$ cat src/rtl/inside_multi_seq_pkg.sv
// inside_pkg: shared widths, defaults and FSM encoding for the multi-jammer range test
package inside_pkg;
    localparam int IN_N = 8;
    localparam int IN_M = 4;
    localparam int IN_STRICT = 0;
    localparam int PT_W = IN_N + 2;
    localparam int R_W = IN_N + 1;
    localparam int JAM_W = 3 * IN_N + 1;
    localparam int D2_W = 2 * IN_N + 7;
    localparam int CNT_W = $clog2(IN_M + 1);
    typedef enum logic [1:0] {IDLE, RUN, FIN} state_t;
    function automatic int jam_w(int n);
        return 3 * n + 1;
    endfunction
endpackage

$ cat src/rtl/inside_multi_seq_if.sv
// inside_multi_seq_if: request/result bundle between a requester and the sequential range tester
interface inside_multi_seq_if #(
    parameter int N = 8,
    parameter int M = 4
);
    logic start;
    logic [2*N+3:0] g_input;
    logic [M*(3*N+1)-1:0] e_input;
    logic busy;
    logic done;
    logic [M-1:0] mask;
    logic [$clog2(M+1)-1:0] count;
    logic in_any;
    logic in_all;
    modport master(output start, g_input, e_input, input busy, done, mask, count, in_any, in_all);
    modport slave(input start, g_input, e_input, output busy, done, mask, count, in_any, in_all);
endinterface

$ cat src/rtl/inside_multi_seq_dist_cmp.sv
// inside_dist_cmp: combinational test of point P against one jammer circle
module inside_dist_cmp #(
    parameter int N = 8,
    parameter int STRICT = 0
) (
    input  logic signed [N+1:0] xp,
    input  logic signed [N+1:0] yp,
    input  logic signed [N-1:0] xj,
    input  logic signed [N-1:0] yj,
    input  logic signed [N:0]   rj,
    output logic                in_range
);
    logic signed [N+2:0] dx, dy;
    logic signed [2*N+6:0] dxe, dye;
    logic signed [2*N+1:0] rje;
    logic [2*N+6:0] d2, r2;
    assign dx = {xp[N+1], xp} - {{3{xj[N-1]}}, xj};
    assign dy = {yp[N+1], yp} - {{3{yj[N-1]}}, yj};
    assign dxe = {{(N+4){dx[N+2]}}, dx};
    assign dye = {{(N+4){dy[N+2]}}, dy};
    assign rje = {{(N+1){rj[N]}}, rj};
    assign d2 = dxe * dxe + dye * dye;
    assign r2 = {5'b0, rje * rje};
    assign in_range = !rj[N] && (STRICT != 0 ? d2 < r2 : d2 <= r2);
endmodule

$ cat src/rtl/inside_multi_seq.sv
// inside_multi_seq: evaluates one latched jammer per cycle and reports mask/count/any/all
module inside_multi_seq
    import inside_pkg::*;
#(
    parameter int N = IN_N,
    parameter int M = IN_M,
    parameter int STRICT = IN_STRICT
) (
    input logic clk,
    input logic rst,
    inside_multi_seq_if.slave bus
);
    localparam int JW = jam_w(N);
    localparam int CW = $clog2(M + 1);
    localparam int IW = M > 1 ? $clog2(M) : 1;
    state_t st, st_nx;
    logic [2*N+3:0] g_q;
    logic [M*JW-1:0] e_q;
    logic [IW-1:0] idx;
    logic [M-1:0] mask_w;
    logic [CW-1:0] cnt_w;
    logic [JW-1:0] jam;
    logic hit, last;
    assign jam = e_q[idx*JW +: JW];
    assign last = idx == IW'(M - 1);
    assign bus.busy = st != IDLE;
    inside_dist_cmp #(.N(N), .STRICT(STRICT)) u_cmp (
        .xp(g_q[2*N+3:N+2]),
        .yp(g_q[N+1:0]),
        .xj(jam[3*N:2*N+1]),
        .yj(jam[2*N:N+1]),
        .rj(jam[N:0]),
        .in_range(hit)
    );
    always_ff @(posedge clk) st <= rst ? IDLE : st_nx;
    always_comb begin
        st_nx = st;
        st_nx = st == IDLE ? (bus.start ? RUN : IDLE) : st == RUN ? (last ? FIN : RUN) : IDLE;
    end
    always_ff @(posedge clk) begin
        if (rst) begin
            g_q <= '0;
            e_q <= '0;
            idx <= '0;
            mask_w <= '0;
            cnt_w <= '0;
            bus.done <= 1'b0;
            bus.mask <= '0;
            bus.count <= '0;
            bus.in_any <= 1'b0;
            bus.in_all <= 1'b0;
        end else begin
            bus.done <= st == FIN;
            if (st == IDLE && bus.start) begin
                g_q <= bus.g_input;
                e_q <= bus.e_input;
                idx <= '0;
                mask_w <= '0;
                cnt_w <= '0;
            end
            if (st == RUN) begin
                mask_w[idx] <= hit;
                cnt_w <= cnt_w + CW'(hit);
                idx <= last ? '0 : idx + 1'b1;
            end
            if (st == FIN) begin
                bus.mask <= mask_w;
                bus.count <= cnt_w;
                bus.in_any <= |mask_w;
                bus.in_all <= &mask_w;
            end
        end
    end
endmodule

$ cat src/flat_wrapper.sv
// flat-port wrapper written by rule: the top's interface ports become plain ports
module inside_multi_seq_flat import inside_pkg::*;
#(
    parameter int N = IN_N,
    parameter int M = IN_M,
    parameter int STRICT = IN_STRICT
)
  (clk, rst, bus_start, bus_g_input, bus_e_input, bus_busy, bus_done, bus_mask, bus_count, bus_in_any, bus_in_all);
  inside_multi_seq_if #(.N(N), .M(M)) bus_i ();
  input logic clk;
  input logic rst;
  input wire logic [$bits(bus_i.start)-1:0] bus_start;
  input wire logic [$bits(bus_i.g_input)-1:0] bus_g_input;
  input wire logic [$bits(bus_i.e_input)-1:0] bus_e_input;
  output wire logic [$bits(bus_i.busy)-1:0] bus_busy;
  output wire logic [$bits(bus_i.done)-1:0] bus_done;
  output wire logic [$bits(bus_i.mask)-1:0] bus_mask;
  output wire logic [$bits(bus_i.count)-1:0] bus_count;
  output wire logic [$bits(bus_i.in_any)-1:0] bus_in_any;
  output wire logic [$bits(bus_i.in_all)-1:0] bus_in_all;
  assign bus_i.start = bus_start;
  assign bus_i.g_input = bus_g_input;
  assign bus_i.e_input = bus_e_input;
  assign bus_busy = bus_i.busy;
  assign bus_done = bus_i.done;
  assign bus_mask = bus_i.mask;
  assign bus_count = bus_i.count;
  assign bus_in_any = bus_i.in_any;
  assign bus_in_all = bus_i.in_all;
  inside_multi_seq #(.N(N), .M(M), .STRICT(STRICT)) u_core (.clk(clk), .rst(rst), .bus(bus_i));
endmodule
$ cat config.mk
export PLATFORM = sky130hd
export DESIGN_NAME = inside_multi_seq_flat
export DESIGN_NICKNAME = d
export VERILOG_FILES = /design/src/rtl/inside_multi_seq_pkg.sv /design/src/rtl/inside_multi_seq_if.sv /design/src/rtl/inside_multi_seq_dist_cmp.sv /design/src/rtl/inside_multi_seq.sv /design/src/flat_wrapper.sv
export SDC_FILE = /design/constraint.sdc
export NUM_CORES = 1
export LEC_CHECK = 0
export ABC_AREA = 1
export CAP_MARGIN = 20
export CORE_MARGIN = 10
export CORE_UTILIZATION = 30
export CTS_BUF_LIST = sky130_fd_sc_hd__clkbuf_8
export CTS_CLUSTER_SIZE = 14
export DETAILED_ROUTE_END_ITERATION = 8
export MAX_ROUTING_LAYER = met4
export PLACE_DENSITY_LB_ADDON = 0.2
export SYNTH_ARGS = -nofsm -noshare
export SYNTH_HDL_FRONTEND = slang
export SYNTH_SLANG_ARGS = --single-unit
export TNS_END_PERCENT = 20
$ cat constraint.sdc
create_clock -name clk -period 24.9 [get_ports clk]
set_input_delay 2.49 -clock clk [delete_from_list [all_inputs] [get_ports clk]]
set_output_delay 2.49 -clock clk [all_outputs]
set_load 0.02 [all_outputs]
### After elaboration in Yosys (flattened, before gate mapping)

Cells that the tools add are included.

| word-level totals | value |
|---|---|
| output and inout bits | 11 |
| memory bits (writable) | 0 |
| ROM bits | 0 |
| bits in registers | 141 |
| bits of input ports | 123 |
| memories | 0 |
| latch bits | 0 |
| logic and storage cells | 51 |

| operators by class | value |
|---|---|
| mux-type cells | 15 |
| div/mod/pow operators | 0 |
| multiply operators | 4 |
| add/subtract/negate cells | 5 |
| reduce and logical (&&, ||, !) cells | 9 |
| shifts and indexed selects | 1 |
| eq/ne operators | 3 |
| magnitude comparators | 3 |
| bitwise operators | 0 |

Operators by type and width:

| operator | number |
|---|---|
| $shiftx A100 B8 Y25 | 1 |
| $mul A11 B11 Y22 | 2 |
| $add A22 B22 Y23 | 1 |
| $le A23 B18 Y1 | 1 |
| $sub A10 B8 Y11 | 2 |
| $mul A9 B9 Y18 | 1 |
| $mux W2 | 6 |
| $mux W4 | 3 |
| $mul A2 B5 Y7 const B | 1 |
| $mux W3 | 2 |
| $bwmux W4 | 1 |
| $eq A2 B2 Y1 const B | 2 |
| $reduce_and A4 Y1 | 1 |
| $reduce_bool A2 Y1 | 2 |
| $reduce_or A4 Y1 | 1 |
| $add A3 B1 Y3 | 1 |
| $logic_and A1 B1 Y1 | 3 |
| $lt A2 B3 Y1 const B | 1 |
| $add A2 B1 Y2 const B | 1 |
| $demux W1 S2 | 1 |
| $eq A2 B1 Y1 const B | 1 |
| $ge A2 B1 Y1 const B | 1 |
| $logic_not A2 Y1 | 1 |
| $mux W1 | 2 |
| $logic_not A1 Y1 | 1 |

### Logic depth before layout (Yosys ltp)

| logic depth | value |
|---|---|
| depth after elaboration | 9 |
| mapped depth | 60 |
| depth with buffers taken out | 57 |

### Modules after synthesis

A second synthesis with hierarchy kept.

| second synthesis, totals | value |
|---|---|
| cell total of the unflattened synthesis | 2324 |
| area total of the unflattened synthesis | 18691.7 sq um |

Modules (own cells, without submodules):

| module | area an instance (sq um) | times used | cells each | sequential area each (sq um) |
|---|---|---|---|---|
| inside_dist_cmp | 12998.7 | 1 | 1547 | 0.0 |
| inside_multi_seq | 5693.0 | 1 | 777 | 2822.7 |

### Least setup slack after synthesis

OpenSTA, ideal clock, no wires.

| path | value |
|---|---|
| path type | flip-flop to flip-flop |
| start | register u_core.idx[0] |
| end | register u_core.cnt_w[2] |
| cell stages (with the launch flop) | 51 |
| buffers on the path | 3 |
| arrival | 9.640 ns |
| required time | 24.829 ns |
| slack | 15.190 ns |
| library setup time | 0.071 ns |
| clock period less this slack | 9.710 ns |
| cells stage by stage | dfxtp_1 buf_2 clkbuf_1 clkbuf_1 nand2_1 a32o_1 ha_1 a21oi_1 o21ai_0 a21oi_1 or2_1 nand2_1 a21oi_1 or2_1 nand2_4 nor2_1 inv_1 fa_1 [... 15 more ...] nand3_1 nand2_1 nand3_1 nand2_1 nand2_1 nand2_1 xor2_1 ha_1 nand4_1 or4_1 nand2_1 nand4_1 inv_1 ha_1 ha_1 o21ai_0 a21o_1 a21oi_1 |

| on the way | value |
|---|---|
| word-level cells in the longest chain between the ends | 9 |
| elaborated cells between the ends (all ways) | 13 |
| classes of those cells | add/sub (4); mul (4); order compare (1); shift (1); mux (1); reduce/logical (2) |

RTL lines:

| item | RTL line | text |
|---|---|---|
| start: declaration | inside_multi_seq.sv:19 | `logic [IW-1:0] idx;` |
| start signal: assignment | inside_multi_seq.sv:64 | `idx <= last ? '0 : idx + 1'b1;` |
| $mul A2 B5 Y7 (*) | inside_multi_seq.sv:24 | `assign jam = e_q[idx*JW +: JW];` |
| $shiftx A100 B8 Y25 (*) | inside_multi_seq.sv:24 |  |
| $sub A10 B8 Y11 (on tied branches) | inside_multi_seq_dist_cmp.sv:17, inside_multi_seq_dist_cmp.sv:18 |  |
| $mul A11 B11 Y22 | inside_multi_seq_dist_cmp.sv:22 | `assign d2 = dxe * dxe + dye * dye;` |
| $add A22 B22 Y23 | inside_multi_seq_dist_cmp.sv:22 |  |
| $le A23 B18 Y1 | inside_multi_seq_dist_cmp.sv:24 | `assign in_range = !rj[N] && (STRICT != 0 ? d2 < r2 : d2 <= r2);` |
| $logic_and A1 B1 Y1 (*) | inside_multi_seq_dist_cmp.sv:24 |  |
| $add A3 B1 Y3 (*) | inside_multi_seq.sv:63 | `cnt_w <= cnt_w + CW'(hit);` |
| $mux W3 (*) | inside_multi_seq.sv:61 | `if (st == RUN) begin` |
| end signal: assignment | inside_multi_seq.sv:63 |  |
| end: declaration | inside_multi_seq.sv:21 | `logic [CW-1:0] cnt_w;` |

Every way passes the cells marked *; elsewhere a longest branch is shown, timed or not.
A chain may end at the register's enable or synchronous reset.

### Worst setup path in the final report

Same ends and word-level chain as after synthesis.

==> summary.md <==
| Metric | Value |
|---|---|
| Routed vias | `14,600` |
| Post-cts sizing count | `0` |
| FILL cells | `6,419` |
| Ant. Diodes | `0` |
| Core Region | `0.0607 mm²` |
| Die W | `268 µm` |
| Synth warn | `0` |
| Worst EP required | `25,290 ps` |
| Max frequency | `86.9 MHz` |
| Vias per cell | `4.56` |
| Clk sink count | `141` |
| Hold crit path type | `register to register` |
| Setup TNS | `0 ps` |
| Syn avg cell area | `7.97 µm²` |
| PortBufs | `133` |
| Num ports | `134` |
| Syn_nets | `2,921` |
| TritonCTS clock tree | `built` |
| Tightest Pin Transition | `860 ps` |
| R2r endpoint | `u_core.cnt_w[2]` |
| Post-Syn Area | `0.0185 mm²` |
| Total track usage | `0.144` |
| Register area share after synthesis | `0.153` |
| Final Skew | `14.2 ps` |
| #FFs+latches synth | `141` |
| Crit path launch type | `register` |
| Share of cells above drive strength 1 | `0.0309` |
| Hold Buf Count CTS | `0` |
| Reg2Reg Depth | `48` |
| Final Cycle Share | `0.462` |
| WP data arrival | `11,900 ps` |
| Final ANT Viol Nets | `0` |
| Status | `complete, no violations` |
| Root Buffer Master | `clkbuf_8` |
| Final Hold Violating Endpoints | `0` |
| Drt pass-1 iters | `5` |
| RSZ-0062 raised after global routing | `no` |
| CP startpoint | `u_core.idx[0]` |
| Final setup fails | `0` |
| DP Wirelength | `41,400 µm` |
| Tmin final | `11,510 ps` |
| Final GP Congestion | `0.912` |
| Residual DRC | `0` |
| Max Slew Vio Count | `0` |
| Grt ovf | `0` |
| WS Path Type | `register to register` |
| Clock latency on the worst-skew pair | `460 ps` |
| Initial Util | `0.304` |
| Setup Buffers After CTS | `0` |
| Min-delay src | `u_core.g_q[10]` |
| Largest net degree at the start of global routing | `86` |
| Crit. End Element | `register` |
| Die ar. | `0.0719 mm²` |
| Mapped Cells | `2,320` |
| Crit path to | `u_core.cnt_w[2]` |
| H-tree Lvls | `4` |
| Synth cell types | `48` |
| Max Cap Viol | `0` |
| Area growth, synth to finish | `13.7%` |
| Startpoint of the worst register-to-register path | `u_core.idx[0]` |
| Clock Pin Slew Worst Setup and Hold Paths | `90 ps` |
| Core Rows | `90` |
| Initial antenna violation count | `0` |
| Routed wire length | `48,200 µm` |
| Num CTS Buffers | `17` |
| Reg2reg setup slack | `13,390 ps` |
| Iter 0 DRT Violations | `686` |
| Wire per inst | `15.0 µm` |
| First-pass GRT wire length | `80,300 µm` |
| Vias in the first global route | `15,400` |
| CTS max path bufs | `2` |
| Critical Path Max Stage Delay | `650 ps` |
| Die extent in y | `268 µm` |
| Critical Path Slowest Stage Cell | `dfxtp_2` |
| # nets final | `3,018` |
| Maximum fanout along the worst path | `53` |
| Slew HR | `0.427` |
[state kept, by name, indices dropped and copies added (netlist names), 2 cells and up]
signal	cells
u_core.e_q	100
u_core.bus.count	3
u_core.g_q	20
u_core.st	2
u_core.cnt_w	3
u_core.idx	2
u_core.mask_w	4
u_core.bus.mask	4
[stage by stage]
| stage | area (µm²) | setup WS [ps] | util | cells | hold WS [ps] |
|---|---|---|---|---|---|
| after floorplan | 18500 | 15190 | - | 2320 | 435 |
| after CTS | 21000 | 13410 | 0.346 | 3211 | 466 |
| final | 21000 | 13390 | 0.346 | 3211 | 461 |
| after global routing | 21000 | 12700 | 0.346 | 3211 | 494 |
| after global placement | 20600 | 13650 | 0.340 | 3180 | 460 |
| after detailed placement | 20600 | 13470 | 0.340 | 3180 | 455 |
[final cells by class]
class	count	area [µm²]	share of cell area
clock inverters	13	153	0.00726
multi-input cells	1607	13500	0.642
well taps	782	978	0.0466
repair buffers	144	1410	0.0673
clock buffers	18	248	0.0118
inverters	506	1900	0.0905
flip-flops and latches	141	2820	0.134
[layout by cell type (no fill, tap or decap), types with 3 or more instances in the layout]
| master | Yosys | final |
|---|---|---|
| a21o_1 | 6 | 6 |
| a21oi_1 | 84 | 84 |
| a31oi_1 | 6 | 6 |
| a32o_1 | 14 | 14 |
| a32oi_1 | 9 | 9 |
| and3_1 | 3 | 3 |
| buf_4 | 2 | 11 |
| clkbuf_8 | 0 | 18 |
| clkdlybuf4s50_1 | 0 | 133 |
| clkinv_1 | 9 | 9 |
| clkinv_2 | 0 | 3 |
| dfxtp_1 | 141 | 140 |
| fa_1 | 304 | 304 |
| ha_1 | 174 | 174 |
| inv_1 | 487 | 485 |
| inv_2 | 10 | 11 |
| inv_6 | 0 | 4 |
| nand2_1 | 302 | 301 |
| nand2_2 | 4 | 4 |
| nand2_4 | 2 | 3 |
| nand3_1 | 40 | 40 |
| nand4_1 | 8 | 8 |
| nor2_1 | 399 | 399 |
| nor2_2 | 3 | 3 |
| nor3_1 | 8 | 8 |
| nor4_1 | 3 | 3 |
| o21ai_0 | 155 | 155 |
| o21bai_1 | 3 | 3 |
| o31ai_1 | 3 | 3 |
| or2_1 | 7 | 7 |
| or2_2 | 3 | 3 |
| xnor2_1 | 14 | 14 |
| xor2_1 | 36 | 36 |
[worst max-delay path: cells and delay by family (launching register included)]
kind | cells | cell delay [ps]
xor gates and xnor gates | 1 | 150
and+or+nand+nor | 16 | 2670
adders and majority gates | 13 | 5150
buffers and inverters | 10 | 1490
DFF | 1 | 650
AOI/OAI and AO/OA | 8 | 1250
[synth_stat cells (all sizes together)]
| library cell | instances | area, µm² |
|---|---|---|
| clkinv | 9 | 33.8 |
| nand3b | 1 | 7.51 |
| inv | 497 | 1870 |
| a21o | 6 | 45.0 |
| nor2 | 403 | 1530 |
| xor2 | 36 | 315 |
| o211ai | 1 | 7.51 |
| nand2 | 308 | 1180 |
| buf | 14 | 77.6 |
| fa | 304 | 6090 |
| xnor2 | 14 | 123 |
| clkbuf | 52 | 195 |
| a32oi | 9 | 78.8 |
| dfxtp | 141 | 2820 |
| a31oi | 6 | 37.5 |
| o31ai | 3 | 22.5 |
| or2 | 11 | 71.3 |
| nor4 | 4 | 31.3 |
| or4 | 1 | 7.51 |
| a22oi | 1 | 21.3 |
| o2111ai | 1 | 8.76 |
| o31a | 1 | 8.76 |
| ha | 174 | 2180 |
| nor3 | 9 | 50.1 |
| o21bai | 3 | 22.5 |
| and3 | 3 | 18.8 |
| and2 | 2 | 15.0 |
| a32o | 14 | 140 |
| o22ai | 2 | 12.5 |
| o21ai | 155 | 776 |
| nand3 | 40 | 200 |
| nand4 | 8 | 50.1 |
| a21oi | 85 | 429 |
| o21a | 2 | 15.0 |
[worst min path at each step]
stage                endpoint  cells after the start  slack [ps]
2_1_floorplan   u_core.g_q[0]                      2         440
3_3_place_gp   u_core.g_q[10]                      2         460
3_5_place_dp   u_core.g_q[10]                      2         460
4_1_cts        u_core.g_q[10]                      2         470
5_1_grt        u_core.g_q[10]                      2         490
6_report       u_core.g_q[10]                      2         460
[cell families (layout without fill, tap and decap cells)]
logic type,count (synthesis),in the layout,share of synthesized area
and+or+nand+nor,790,790,0.171
AOI/OAI and AO/OA,289,289,0.0879
DFF,141,141,0.153
adders and majority gates,478,478,0.447
xor gates and xnor gates,50,50,0.0237
buffers and inverters,572,681,0.118
[layer usage]
metal | share of wire | vias to the layer above | wire (µm) | track usage
met5 | 0 | - | 0 | -
met4 | 0.012 | 0 | 599 | 0.0263
met3 | 0.048 | 34 | 2290 | 0.0233
met2 | 0.49 | 258 | 23500 | 0.238
met1 | 0.45 | 7127 | 21800 | 0.184
li1 | - | 7218 | - | -
Power is left out: the tool's default activity adds up to more than one toggle a clock period on the data nets, which glitch-free logic cannot reach.
